==> config.mk <==
export PLATFORM = sky130hd
export DESIGN_NAME = word_fifo
export DESIGN_NICKNAME = d
export VERILOG_FILES = /design/src/rtl/word_fifo.sv
export SDC_FILE = /design/constraint.sdc
export NUM_CORES = 1
export LEC_CHECK = 0
export CORE_ASPECT_RATIO = 1.75
export CORE_MARGIN = 4
export CORE_UTILIZATION = 52
export DETAILED_ROUTE_END_ITERATION = 10
export PLACE_DENSITY = 0.75
export SLEW_MARGIN = 0
export SYNTH_ARGS = -nofsm -noshare
export SYNTH_HDL_FRONTEND = slang
export SYNTH_SLANG_ARGS = --single-unit
==> constraint.sdc <==
create_clock -name clk -period 5.2 [get_ports clk]
set_input_delay 1.04 -clock clk [delete_from_list [all_inputs] [get_ports clk]]
set_output_delay 1.04 -clock clk [all_outputs]
set_load 0.005 [all_outputs]
==> src/rtl/word_fifo.sv <==
// Word FIFO behind the byte packer: first-word fall-through buffer with
// drop-on-full write policy, sticky overflow flag and saturating drop counter.
module word_fifo #(
  parameter int WIDTH    = 32,
  parameter int DEPTH    = 8,
  localparam int AW      = $clog2(DEPTH),
  parameter int AF_LEVEL = 6
) (
  input  logic             clk,
  input  logic             rst_n,
  input  logic [WIDTH-1:0] wr_data,
  input  logic             wr_valid,
  output logic             wr_ready,
  output logic [WIDTH-1:0] rd_data,
  output logic             rd_valid,
  input  logic             rd_ready,
  output logic [AW:0]      count,
  output logic             full,
  output logic             empty,
  output logic             almost_full,
  output logic             overflow,
  output logic [7:0]       drop_cnt
);

  localparam logic [AW:0] PTR_ONE  = {{AW{1'b0}}, 1'b1};
  localparam logic [AW:0] AF_THRESH = AF_LEVEL[AW:0];

  logic [WIDTH-1:0] mem_q [DEPTH];
  logic [AW:0]      wp_q, wp_d;
  logic [AW:0]      rp_q, rp_d;
  logic             overflow_q, overflow_d;
  logic [7:0]       drop_cnt_q, drop_cnt_d;
  logic             wr_accept, wr_drop, rd_accept;

  // Status is derived from the registered pointers only, so it tracks the
  // same edge that moves a pointer and follows an async reset immediately.
  assign full        = (wp_q[AW] != rp_q[AW]) && (wp_q[AW-1:0] == rp_q[AW-1:0]);
  assign empty       = (wp_q == rp_q);
  assign count       = wp_q - rp_q;
  assign almost_full = (count >= AF_THRESH);
  assign wr_ready    = !full;
  assign rd_valid    = !empty;
  assign rd_data     = mem_q[rp_q[AW-1:0]];
  assign overflow    = overflow_q;
  assign drop_cnt    = drop_cnt_q;

  assign wr_accept = wr_valid && !full;
  assign wr_drop   = wr_valid && full;
  assign rd_accept = rd_ready && !empty;

  always_comb begin
    wp_d       = wp_q;
    rp_d       = rp_q;
    overflow_d = overflow_q;
    drop_cnt_d = drop_cnt_q;
    if (wr_accept) wp_d = wp_q + PTR_ONE;
    if (rd_accept) rp_d = rp_q + PTR_ONE;
    if (wr_drop) begin
      overflow_d = 1'b1;
      if (drop_cnt_q != 8'hFF) drop_cnt_d = drop_cnt_q + 8'd1;
    end
  end

  always_ff @(posedge clk or negedge rst_n) begin
    if (!rst_n) begin
      wp_q       <= '0;
      rp_q       <= '0;
      overflow_q <= 1'b0;
      drop_cnt_q <= '0;
    end else begin
      wp_q       <= wp_d;
      rp_q       <= rp_d;
      overflow_q <= overflow_d;
      drop_cnt_q <= drop_cnt_d;
    end
  end

  // Storage is deliberately not reset; a full FIFO never overwrites a slot.
  always_ff @(posedge clk) begin
    if (wr_accept) mem_q[wp_q[AW-1:0]] <= wr_data;
  end

endmodule

* Word-level counts from Yosys, hierarchy flattened
Memory sizes are Yosys's and may differ from the RTL's. Cells that the tools add are included.
Cells by class: $add $sub $neg 4, magnitude comparators 1, eq/ne operators 4, multiplexer cells 2, reduce and logical (&&, ||, !) cells 7
Operators with widths (number):
- $add A4 B1 Y4 const B | 2
- $add A8 B1 Y8 const B | 1
- $ne A8 B8 Y1 const B | 1
- $eq A4 B4 Y1 | 1
- $ge A4 B3 Y1 const B | 1
- $logic_and A1 B1 Y1 | 4
- $sub A4 B4 Y4 | 1
- $eq A3 B3 Y1 | 1
- $logic_not A1 Y1 | 2
- $mux W1 | 2
- $reduce_and A2 Y1 | 1
- $ne A1 B1 Y1 | 1
Word-level totals: flip-flop bits (word level) 17, bits in writable memories 256, input bits 36, output and inout bits 50, word-level logic and storage cells 23, memories 1
Memory list:
- mem_q | depth 8, width 32, read ports 1, clocked after Yosys merged registers in 0, wr ports 1, line 28 | logic [WIDTH-1:0] mem_q [DEPTH];

* Depth between registers and ports, before layout
depth after elaboration 6, depth in mapped cells 8, mapped depth without buffers 6

* Worst setup path before layout
OpenSTA, ideal clock, no wires.
kind flip-flop to flip-flop, start register rp_q[2], end memory mem_q[0][0], enable pin, setup time 0.501 ns, arrival 4.752 ns, required time 4.699 ns, setup slack -0.053 ns, cell stages (with the launch flop) 9, buffers on the path 2, period minus slack after synthesis 5.253 ns, cells stage by stage dfrtp_1 clkbuf_1 inv_1 buf_1 ha_1 and3_1 nand2_1 nand2_1 nor4_1
On the way: word-level cells in the longest chain between the ends 6
Ends and longest elaborated chain:
- from (decl) | line 30 | logic [AW:0] rp_q, rp_d;
- from (signal assigned) | line 72 | rp_q <= rp_d;
- $eq A3 B3 Y1 | line 37 | assign full = (wp_q[AW] != rp_q[AW]) && (wp_q[AW-1:0] == rp_q[AW-1:0]);
- $logic_and A1 B1 Y1 | line 37
- $logic_not A1 Y1
- named net wr_ready | line 13 | output logic wr_ready,
- $logic_and A1 B1 Y1 | line 47 | assign wr_accept = wr_valid && !full;
- $mux W1 | line 80 | if (wr_accept) mem_q[wp_q[AW-1:0]] <= wr_data;
- $mux W1 (not written as such) | line 80
- to (decl) | line 28
The timed path passes the listed nets, and every way through them passes these cells.

* Worst setup path after layout
start register rp_q[1], end output almost_full
On the way: word-level cells in the longest chain between the ends 2
Ends and longest elaborated chain:
- $sub A4 B4 Y4 | line 39 | assign count = wp_q - rp_q;
- $ge A4 B3 Y1 | line 40 | assign almost_full = (count >= AF_THRESH);
- to (decl) | line 20 | output logic almost_full,
No other way between the ends.

==> impl_metrics.yaml <==
run_status:
  status: "completed"
critical_path:
  crit_path_end_kind: "output pin"
  critPathRequiredTime_ps: 4160
  worstPathMaxFanout: 68
  reg2regPathDepth: 7
  reg2reg_from: "wp_q[0]"
  critPathArrivalTime_ps: 2950
  start_kind: "flip-flop"
  critPathKind: "flip-flop to output pin"
  worstSetupStartpoint: "rp_q[1]"
placement:
  io_buffers: 85
  place_area_um2: 11900
  place.gp.congestion: 0.821
  hpwl_mm: 12.3
  pre_cts_ws_ps: 1570
synth:
  synth-main-ff-cell: "edfxtp_1"
  synthArstFlopShare_pct: 6.23
  syn_area_per_cell_um2: 19.6
  yosysSeqAreaShare_pct: 76.5
  syn_nets: 583
  synth_edf_count: 256
  yosys_warnings: 0
  syn_area_um2: 10600
  syn_inst: 540
  synth_cell_types: 34
  ys_ff_latch: 273
cts:
  clock-root-buffer: "clkbuf_16"
  htreeDepth: 1
  cts_setup_buffers: 0
  insertion_delay_ps: 510
  clk_path_buf_depth: 3
  cts_sinks: 273
  ctsHoldBuffers: 0
  cts_tree: "built"
  cts_inserted_buffers: 24
  path_clk_slew_ps: 70
  cts_resized: 0
routing:
  post_drt_wl_per_cell_um: 23.1
  vias_per_cell: 5.79
  ant_nets: 0
  drt-total-wl_mm: 20.9
  drt_first_pass_iters: 5
  drc: 0
  drt_iter0_markers: 441
  via_count: 5245
sta:
  finalCritPeriodShare_pct: 76.8
  maxSlewViolCount: 0
  setup_tns_ps: 0
  maxSlewHeadroom_pct: 33.8
  fin_skew_ps: 11.3
  hold_viol: 0
  post-route-min-period_ps: 3990
  setup_ws_ps: 1210
  clock.fmax_mhz: 251
  tightest_slew_ps: 993
  rsz0062_at_grt: "no"
  setup_violations: 0
worst_hold_path:
  hold_depth: 1
  holdCritStartpoint: "overflow"
  hold_class: "flip-flop to flip-flop"
power:
  peakVddDrop_uv: 497
  p_leak_nw: 4.28
  power.density_nw_per_um2: 563
  finalPower_w: 0.00709
cells_and_area:
  final_core_util_pct: 63.2
  area_growth_pct: 18.7
  drive_above_1_share_pct: 19.5
  nFillCells: 1349
  final_cell_mix: "edfxtp_1, nand2_1, clkdlybuf4s50_1"
  fin_area_um2: 12600
  diodes: 0
  nNetsFinal: 687
  final_common_cell: "edfxtp_1"
floorplanning:
  die_area_um2: 22800
  start_util_pct: 53.3
  num_rows: 68
  core_area_um2: 19900
  die_w_um: 116
  pin_count: 86
  die-height_um: 197
flow_run:
  max_cap_viol_count: 0
global_route:
  grt_max_degree: 69
  gr-usage-all-layers_pct: 19.1
  grt_pass1_wl_mm: 33.0
  grt_pass1_vias: 5641
  grt_antenna_before_repair: 0
  grt-ovfl-total: 0
## state kept, by name (all words and copies together) (netlist names)
| register | count |
|---|---|
| overflow | 1 |
| rp_q | 4 |
| mem_q | 256 |
| wp_q | 4 |
| drop_cnt | 8 |
## worst paths after layout
path	end	slack [ps]
worst max register to register	mem_q[6][9]	1940
min in group asynchronous	drop_cnt[4]	980
worst min-delay path	overflow	470
worst max-delay path	almost_full	1210
worst min register to register	overflow	470
max in group asynchronous	rp_q[0]	3650
## power breakdown
group,internal (W),switching (W)
Combinational,0.00129,0.00120
Clock,0.000926,0.000720
Sequential,0.00278,0.000169
Total,0.00500,0.00209
## metal layers
layer  track usage [%]  vias up  part of all wire, %
li1                  -     2323                    -
met1              24.9     2738                   38
met2              33.5      152                   55
met3              2.70       32                  4.7
met4              4.99        0                  2.2
met5                 0        -                    0
## Yosys cell counts, types with 2 or more instances
master,number,area share [%]
and3_1,3,0.18
buf_1,6,0.21
buf_2,6,0.28
buf_4,3,0.21
clkbuf_1,7,0.25
dfrtp_1,17,4.0
edfxtp_1,256,72
ha_1,6,0.71
inv_1,11,0.39
mux2_2,3,0.32
mux4_2,64,14
nand2_1,109,3.9
nand3_1,5,0.24
nand4_1,2,0.12
nor2_1,5,0.18
nor3_1,7,0.33
o21ai_0,3,0.14
xnor2_1,8,0.66
xor2_1,4,0.33
## cells by family (layout without fill, tap and decap cells)
kind of cell    Yosys count  count (layout)  share of synthesized area (%)
simple gates            140             140                           5.79
flops                   273             273                           76.5
mux                      67              67                           13.9
compound gates            7               7                          0.413
xor+xnor                 13              13                           1.14
buf+inv                  33             154                           1.35
fa+ha+maj                 7               7                          0.897
## metrics by stage
stage | instances | hold WS, ps
2_1_floorplan | 540 | 459
3_3_place_gp | 863 | 456
3_5_place_dp | 863 | 458
4_1_cts | 906 | 475
5_1_grt | 906 | 504
6_report | 906 | 469
## final cells by class
| type | instances | area, µm² | area share [%] |
|---|---|---|---|
| Inverter | 11 | 41.3 | 0.328 |
| Tap cell | 245 | 307 | 2.44 |
| Multi-Input combinational cell | 234 | 2400 | 19.1 |
| Clock buffer | 30 | 644 | 5.12 |
| Timing Repair Buffer | 100 | 988 | 7.85 |
| Sequential cell | 273 | 8120 | 64.5 |
| Clock inverter | 13 | 86.3 | 0.686 |
## worst max-delay path: stages (launching register included)
cell and delay [ps]:
dfrtp_2 350, buf_4 740, fa_1 560, inv_1 80
nand2_1 40, o21ai_0 70, clkdlybuf4s50_1 520
Power figures use the tool's default switching activity.
